### src/rtl/fetch_pkg.sv
// Shared types and helpers for the instruction prefetch unit.
// Misaligned-redirect flagging in prefetch_fetch is enabled by defining FETCH_ALIGN_CHK_EN.
package fetch_pkg;

    typedef struct packed {
        logic [31:0] instr;
        logic [31:0] pc;
        logic        err;
    } fetch_entry_t;

    localparam int WORD_BYTES = 4;

    function automatic int fetch_ptr_w(input int depth);
        return $clog2(depth);
    endfunction

endpackage

### src/rtl/fetch_fifo.sv
// Synchronous FIFO with flush; head is read straight from storage, so a push is visible next cycle.
// Push while full is dropped unless a pop happens in the same cycle; flush overrides push and pop.
module fetch_fifo
    import fetch_pkg::*;
#(
    parameter int  DEPTH = 4,
    parameter type T     = fetch_entry_t
) (
    input  logic                         clk_i,
    input  logic                         rst_i,
    input  logic                         push_i,
    input  T                             data_i,
    input  logic                         pop_i,
    input  logic                         flush_i,
    output T                             data_o,
    output logic [fetch_ptr_w(DEPTH):0]  count_o,
    output logic                         full_o,
    output logic                         empty_o
);
    localparam int PW = fetch_ptr_w(DEPTH);

    T            mem_q [DEPTH];
    T            mem_d [DEPTH];
    logic [PW:0] wr_ptr_q, wr_ptr_d;
    logic [PW:0] rd_ptr_q, rd_ptr_d;
    logic        do_push, do_pop;

    // The extra pointer bit tells a full buffer apart from an empty one.
    assign count_o = wr_ptr_q - rd_ptr_q;
    assign empty_o = (wr_ptr_q == rd_ptr_q);
    assign full_o  = (wr_ptr_q[PW] != rd_ptr_q[PW]) && (wr_ptr_q[PW-1:0] == rd_ptr_q[PW-1:0]);
    assign do_pop  = pop_i && !empty_o;
    assign do_push = push_i && (!full_o || do_pop);

    always_comb begin
        data_o = '0;
        if (!empty_o) data_o = mem_q[rd_ptr_q[PW-1:0]];
    end

    always_comb begin
        wr_ptr_d = wr_ptr_q;
        rd_ptr_d = rd_ptr_q;
        mem_d    = mem_q;
        if (flush_i) begin
            wr_ptr_d = '0;
            rd_ptr_d = '0;
        end else begin
            if (do_push) begin
                mem_d[wr_ptr_q[PW-1:0]] = data_i;
                wr_ptr_d = wr_ptr_q + 1'b1;
            end
            if (do_pop) rd_ptr_d = rd_ptr_q + 1'b1;
        end
    end

    always_ff @(posedge clk_i) begin
        if (rst_i) begin
            wr_ptr_q <= '0;
            rd_ptr_q <= '0;
        end else begin
            wr_ptr_q <= wr_ptr_d;
            rd_ptr_q <= rd_ptr_d;
        end
    end

    always_ff @(posedge clk_i) begin
        mem_q <= mem_d;
    end

endmodule

### src/rtl/prefetch_fetch.sv
// Instruction prefetch: credit-limited req/gnt/rvalid fetch into an in-order buffer, flushed on redirect.
// Response-to-valid_o 1 cycle; stall_i holds the head; FETCH_ALIGN_CHK_EN adds the misalign err_o flag.
module prefetch_fetch
    import fetch_pkg::*;
#(
    parameter int          DEPTH    = 4,
    parameter logic [31:0] RESET_PC = 32'h0000_0000
) (
    input  logic        clk_i,
    input  logic        rst_i,
    output logic        valid_o,
    output logic [31:0] instr_o,
    output logic [31:0] pc_o,
    output logic        err_o,
    input  logic        stall_i,
    input  logic        new_pc_i,
    input  logic [31:0] pc_i,
    output logic        req_o,
    output logic [31:0] addr_o,
    input  logic        gnt_i,
    input  logic        rvalid_i,
    input  logic [31:0] rdata_i
);
    localparam int          CW      = fetch_ptr_w(DEPTH) + 1;
    localparam logic [CW:0] CREDITS = (CW+1)'(DEPTH);

    logic [31:0]   fetch_addr_q, fetch_addr_d;
    logic [CW-1:0] outstanding_q, outstanding_d;
    logic [CW-1:0] discard_q, discard_d;
    logic [CW-1:0] fifo_count, pcq_count;
    logic          fifo_full, fifo_empty, pcq_full, pcq_empty;
    logic [31:0]   pcq_pc;
    logic          grant, consume, resp_keep, entry_err;
    logic          unused_sig;
    fetch_entry_t  push_entry, head_entry;

    // Buffered words plus in-flight requests never exceed DEPTH, so every response has a slot.
    assign req_o     = !rst_i && !new_pc_i && (({1'b0, fifo_count} + {1'b0, outstanding_q}) < CREDITS);
    assign addr_o    = fetch_addr_q;
    assign grant     = req_o && gnt_i;
    assign consume   = valid_o && !stall_i;
    assign resp_keep = rvalid_i && (discard_q == '0);

    assign valid_o    = !fifo_empty;
    assign instr_o    = head_entry.instr;
    assign pc_o       = head_entry.pc;
    assign push_entry = '{instr: rdata_i, pc: pcq_pc, err: entry_err};

    always_comb begin
        fetch_addr_d  = fetch_addr_q;
        discard_d     = discard_q;
        outstanding_d = outstanding_q + CW'(grant) - CW'(rvalid_i);
        if (new_pc_i) begin
            // Everything still in flight after this edge belongs to the old stream.
            discard_d    = outstanding_q - CW'(rvalid_i);
            fetch_addr_d = {pc_i[31:2], 2'b00};
        end else begin
            if (rvalid_i && discard_q != '0) discard_d = discard_q - 1'b1;
            if (grant) fetch_addr_d = fetch_addr_q + 32'(WORD_BYTES);
        end
    end

    always_ff @(posedge clk_i) begin
        if (rst_i) begin
            fetch_addr_q  <= RESET_PC;
            outstanding_q <= '0;
            discard_q     <= '0;
        end else begin
            fetch_addr_q  <= fetch_addr_d;
            outstanding_q <= outstanding_d;
            discard_q     <= discard_d;
        end
    end

    // Request addresses wait here until their response returns; discarded responses pop too.
    fetch_fifo #(.DEPTH(DEPTH), .T(logic [31:0])) u_pc_queue (
        .clk_i   (clk_i),
        .rst_i   (rst_i),
        .push_i  (grant),
        .data_i  (fetch_addr_q),
        .pop_i   (rvalid_i),
        .flush_i (1'b0),
        .data_o  (pcq_pc),
        .count_o (pcq_count),
        .full_o  (pcq_full),
        .empty_o (pcq_empty)
    );

    fetch_fifo #(.DEPTH(DEPTH), .T(fetch_entry_t)) u_instr_fifo (
        .clk_i   (clk_i),
        .rst_i   (rst_i),
        .push_i  (resp_keep),
        .data_i  (push_entry),
        .pop_i   (consume),
        .flush_i (new_pc_i),
        .data_o  (head_entry),
        .count_o (fifo_count),
        .full_o  (fifo_full),
        .empty_o (fifo_empty)
    );

`ifdef FETCH_ALIGN_CHK_EN
    logic misalign_q, misalign_d;

    // The flag rides on the first word kept after the redirect, so it clears when that word is consumed.
    always_comb begin
        misalign_d = misalign_q;
        if (new_pc_i) misalign_d = (pc_i[1:0] != 2'b00);
        else if (resp_keep) misalign_d = 1'b0;
    end

    always_ff @(posedge clk_i) begin
        if (rst_i) misalign_q <= 1'b0;
        else       misalign_q <= misalign_d;
    end

    assign entry_err  = misalign_q;
    assign err_o      = head_entry.err;
    assign unused_sig = ^{fifo_full, pcq_full, pcq_empty, pcq_count};
`else
    assign entry_err  = 1'b0;
    assign err_o      = 1'b0;
    assign unused_sig = ^{fifo_full, pcq_full, pcq_empty, pcq_count, head_entry.err, pc_i[1:0]};
`endif

endmodule
### config.mk
export PLATFORM = sky130hd
export DESIGN_NAME = prefetch_fetch
export DESIGN_NICKNAME = d
export VERILOG_FILES = /design/src/rtl/fetch_pkg.sv /design/src/rtl/fetch_fifo.sv /design/src/rtl/prefetch_fetch.sv
export SDC_FILE = /design/constraint.sdc
export NUM_CORES = 1
export LEC_CHECK = 0
export CAP_MARGIN = 10
export CORE_MARGIN = 2
export CORE_UTILIZATION = 40
export CTS_BUF_LIST = sky130_fd_sc_hd__clkbuf_8
export DETAILED_ROUTE_END_ITERATION = 12
export GPL_TIMING_DRIVEN = 0
export HOLD_SLACK_MARGIN = 0.08
export PLACE_DENSITY = 0.64
export SKIP_CTS_REPAIR_TIMING = 1
export SYNTH_ARGS = -nofsm -noshare
export SYNTH_HDL_FRONTEND = slang
export SYNTH_SLANG_ARGS = --single-unit
### constraint.sdc
create_clock -name clk_i -period 20 [get_ports clk_i]
set_input_delay 4 -clock clk_i [delete_from_list [all_inputs] [get_ports clk_i]]
set_output_delay 4 -clock clk_i [all_outputs]
set_load 0.01 [all_outputs]
== After elaboration in Yosys (flattened, before gate mapping) ==
Cells that the tools add are included.
Word-level totals
  register bits after elaboration: 438
  bits of input ports: 70
  output and inout bits: 99
  word-level logic and storage cells: 100
Cells by class
  add/sub/neg operators: 11
  $lt $le $gt $ge: 7
  eq/ne operators: 6
  muxes and demuxes: 18
  bitwise logic cells: 5
  reduce and logical (&&, ||, !) cells: 29
Operators with widths (number)
  bitwise mux 260 bit: 1
  two-way mux 65 bit: 4
  two-way mux 32 bit: 6
  binary-select mux 65 bit (select 2 bit): 1
  demux 65 bit (select 2 bit): 1
  bitwise mux 128 bit: 1
  binary-select mux 32 bit (select 2 bit): 1
  demux 32 bit (select 2 bit): 1
  adder 32 x 3 -> 32 bit (second input constant): 1
  logical AND 1 bit: 14
  adder 3 x 1 -> 3 bit (second input constant): 4
  >= comparator 3 bit (second input constant): 4
  inverter 2 -> 3 bit: 4
  zero test 1 bit: 7
  == test 3 bit: 2
  < comparator 3 x 1 -> 1 bit (second input constant): 2
  two-way mux 3 bit: 2
  subtractor 3 x 1 -> 3 bit: 2
  adder 3 x 3 -> 4 bit: 1
  == test 2 bit: 2
  < comparator 4 x 3 -> 1 bit (second input constant): 1
  nonzero test 2 bit: 2
  adder 3 x 1 -> 3 bit: 1
  zero test 3 bit: 1
  8 further kinds: 10

== Depth between registers and ports, before layout ==
  word-level depth: 7
  mapped depth: 17

== Hierarchy ==
Synthesis repeated with hierarchy kept, for this count alone.
Second synthesis, totals
  cell total of the unflattened synthesis: 993
  area total of the unflattened synthesis: 18215.0 µm²
By module, submodules not included
  fetch_fifo at u_instr_fifo: times used 1, cells an instance 467, area each 10588.9 µm², seq. area each 7927.6 µm²
  fetch_fifo at u_pc_queue: times used 1, cells an instance 258, area each 5353.9 µm², seq. area each 3963.8 µm²
  prefetch_fetch: times used 1, cells an instance 268, area each 2272.2 µm², seq. area each 720.7 µm²

== Worst setup path before layout ==
No wires, ideal clock.
  path kind: input to register
  from: in new_pc_i
  to: reg u_instr_fifo.mem_q[10] (netlist bit), enable pin
  setup time: 558 ps
  arrival: 8842 ps
  required time: 19442 ps
  setup slack: 10600 ps
  stages: 4
  buffers on the path: 3
  cells stage by stage: clkbuf_1 clkbuf_1 buf_1 nor3_1
Between the ends
  longest elaborated chain between the ends: 2
Ends and longest elaborated chain
  from (decl): RTL line prefetch_fetch.sv:16  | input logic new_pc_i,
  inverter 1 bit (no line)
  AND reduction 2 bit (no line)
  to (signal assigned): RTL line fetch_fifo.sv:67  | mem_q <= mem_d;
  to (decl): RTL line fetch_fifo.sv:22  | T mem_q [DEPTH];
No other way between the ends.
A chain may end at the register's enable or synchronous reset.

== Worst setup path in the final report ==
  from: in rst_i
  to: out req_o
Between the ends
  longest elaborated chain between the ends: 3
Ends and longest elaborated chain
  from (decl): RTL line prefetch_fetch.sv:10  | input logic rst_i,
  zero test 1 bit: RTL line prefetch_fetch.sv:38  | assign req_o = !rst_i && !new_pc_i && (({1'b0, fifo_count} + {1'b0, outstanding_q}) < CREDITS);
  logical AND 1 bit (2 in series): RTL line prefetch_fetch.sv:38
  to (decl): RTL line prefetch_fetch.sv:18  | output logic req_o,
No other way between the ends.

==> results by group <==
Setup path
  – Startpoint types: primary input
  – Slowest stage cell, crit path: clkdlybuf4s50_1
  – Crit path top cell by count: clkdlybuf4s50_1
  – Worst Setup End Kind: output port
  – Max FO, Critical Path: 10
  – CP Cell Sequence: clkdlybuf4s50_1, or2_2, clkbuf_1, nor2_1, clkdlybuf4s50_1
  – CP max stage delay: 560 ps
  – Arr. time, crit path: 5950 ps
  – Worst path required time: 16000 ps
  – Crit Path Class: primary input to output port

Placement
  – Final GP Congestion: 0.893
  – Placed cell areas: 19400 um2
  – IO Port Bufs: 160
  – DPL Wire Length: 23300 um

Synthesis
  – Sequential area share after synthesis: 0.711
  – Post-synth ARST share: 0
  – Distinct cells, synth: 57
  – Post-synth EDFFs: 368
  – Synth warnings: 0
  – Seq cells post-synth: 416
  – Syn Area/Cell: 17.5 um2
  – Mapped Area: 16900 um2
  – Dominant synthesized flop cell: edfxtp_1
  – Cells after Synth: 964

CTS
  – Clock Sinks: 416
  – H-tree depth: 3
  – CTS buffer count: 71
  – CTS clk-pin slew, worst paths: 60 ps
  – CTS tree: done
  – Max clock buf depth: 3
  – Clock Root Buffer: clkbuf_8
  – Clock latency on the worst-skew pair: 590 ps

Drt
  – DRC viols: 0
  – WL/cell: 19.9 um
  – First-pass DRT Iterations: 5
  – Total number of vias: 9416
  – 1st-iter DRT viols: 697
  – Final wirelength: 35800 um
  – Antenna viol nets, final: 0
  – Vias per inst: 5.22

Layout
  – N_diodes: 0
  – Area Growth Syn to Fin: 22.5%
  – Finished Cell Area: 20700 um2
  – Share of post-route cells with drive strength above 1: 0.176
  – Final nets: 1304

Global routing
  – Global route total overflow: 0
  – Number of global-route vias before repair: 9739
  – Total Routing Usage GR: 0.165
  – Initial antenna violation count: 0
  – Largest net degree at the start of global routing: 46
  – Global-route wire length before repair: 55100 um

Die
  – Io pins: 169
  – DIE AREA: 43900 um2
  – Core Box Area: 41900 um2
  – Rows: 75
  – Initial core utilization: 0.404
  – Die height: 210 um
  – Die X: 210 um

Worst hold path
  – Worst min path class: register to register

Power and ir drop
  – Maximum VDD drop: 42.0 uV
  – Leak: 6.69 nW
  – PD cells: 92.0 nW/um2

Run status
  – Status: completed

Timing
  – Final min period: 9950 ps
  – Slew at the pin closest to its max-slew limit: 908 ps
  – Clock Skews: 32.4 ps
  – Slew Viols, Final: 0
  – Setup Total Neg Slack: 0 ps
  – F_max: 100 MHz
  – Crit share post-route: 0.498
  – Hold Violations, Final: 0
  – Worst rel slew slack: 0.392
  – RSZ-0062 raised after global routing: false
  – Final setup vio count: 0

Run
  – Max Cap Viol: 0
==> cell families (layout without fill, tap and decap cells) <==
kind of cell,after synthesis,count (layout),synth area share
AO/OA/AOI/OAI,72,72,0.0289
XOR/XNOR,22,22,0.0114
adder cells (fa/ha/maj),23,23,0.0179
buffers and inverters,75,371,0.0186
flip-flops,416,416,0.711
multiplexers,98,98,0.126
other,1,5,0.000222
AND/OR/NAND/NOR,257,257,0.0858
==> registers in the layout, summed over array words and instances, names as in the netlist <==
name,cells
addr_o,30
u_instr_fifo.wr_ptr_q,3
u_pc_queue.wr_ptr_q,3
discard_q,3
u_instr_fifo.mem_q,248
u_instr_fifo.rd_ptr_q,3
u_pc_queue.mem_q,120
u_pc_queue.rd_ptr_q,3
outstanding_q,3
==> worst paths after layout <==
| kind | from | to | slack, ps | cells past startpoint |
|---|---|---|---|---|
| worst max register to register | u_instr_fifo.rd_ptr_q[1] | outstanding_q[2] | 14610 | 17 |
| worst min-delay path | u_instr_fifo.rd_ptr_q[2] | u_instr_fifo.rd_ptr_q[2] | 540 | 2 |
| worst min register to register | u_instr_fifo.rd_ptr_q[2] | u_instr_fifo.rd_ptr_q[2] | 540 | 2 |
| worst max-delay path | rst_i | req_o | 10050 | 5 |
==> synthesized netlist by cell type (6+ instances only) <==
master    count  area share
nor2b_1      93       0.034
nand4_1      12      0.0044
inv_1        22      0.0049
clkbuf_1     32      0.0071
o21ai_0      11      0.0033
xor2_1        6      0.0031
nand3_1      18      0.0053
edfxtp_1    368        0.65
a21oi_1      17      0.0050
and2_1        9      0.0033
a31oi_1       9      0.0033
nor3_1        9      0.0027
mux4_2       92        0.12
and3_1        7      0.0026
nand2_1      35      0.0078
ha_1         21       0.016
dfxtp_1      48       0.057
a211oi_1      6      0.0027
xnor2_1      16      0.0083
nor2_1       40      0.0089
buf_2        11      0.0033
==> cell usage in the layout, fill, tap and decap left out, types with 8 or more instances in the layout <==
cell and count:
clkbuf_8 76, clkdlybuf4s50_1 160, xnor2_1 16, dfxtp_1 48
nor3_1 8, nand2_1 35, clkinv_1 11, nand4_1 12
ha_1 21, a21oi_1 17, inv_1 49, buf_2 11
nor2_1 40, nor2b_1 93, nand3_1 18, mux4_2 92
a31oi_1 9, o21ai_0 11, edfxtp_1 368, clkbuf_1 32
==> critical path, delay by kind of cell <==
| family | cells | cell delay [ps] |
|---|---|---|
| and+or+nand+nor | 2 | 570 |
| buffers and inverters | 3 | 1380 |
==> per-layer routing <==
| layer | track usage | part of all wire | up-vias |
|---|---|---|---|
| met5 | 0 | 0 | - |
| met4 | 0.0509 | 0.016 | 0 |
| met3 | 0.0311 | 0.062 | 54 |
| met2 | 0.269 | 0.47 | 327 |
| met1 | 0.228 | 0.45 | 4738 |
| li1 | - | - | 4297 |
==> report_power, final <==
group	switching, mW	internal (mW)
registers	0.0197	0.983
clock network	0.321	0.388
logic	0.0986	0.0932
==> area by class of cell <==
class / count / area, um2
Inverter: 23 / 86.3
Clock inverter: 50 / 285
Fill cell: 3528 / 21200
Sequential cell: 416 / 12000
Timing Repair Buffer: 170 / 1760
Multi-Input combinational cell: 477 / 4610
Tap cell: 539 / 674
Buffer: 52 / 228
Clock buffer: 76 / 1050
==> through the flow <==
step           std cells  hold slack [ps]  worst slack, ps   util  total power [mW]
5_1_grt             1803              588            10030  0.495              1.98
6_report            1803              543            10050  0.495              1.90
2_1_floorplan        968              499            10600      -              1.13
3_3_place_gp        1667              521             6230  0.459              1.21
4_1_cts             1803              543            10080  0.495              1.93
3_5_place_dp        1677              526            10100  0.463              1.22
Note: power is estimated with default switching activity, not from simulation.
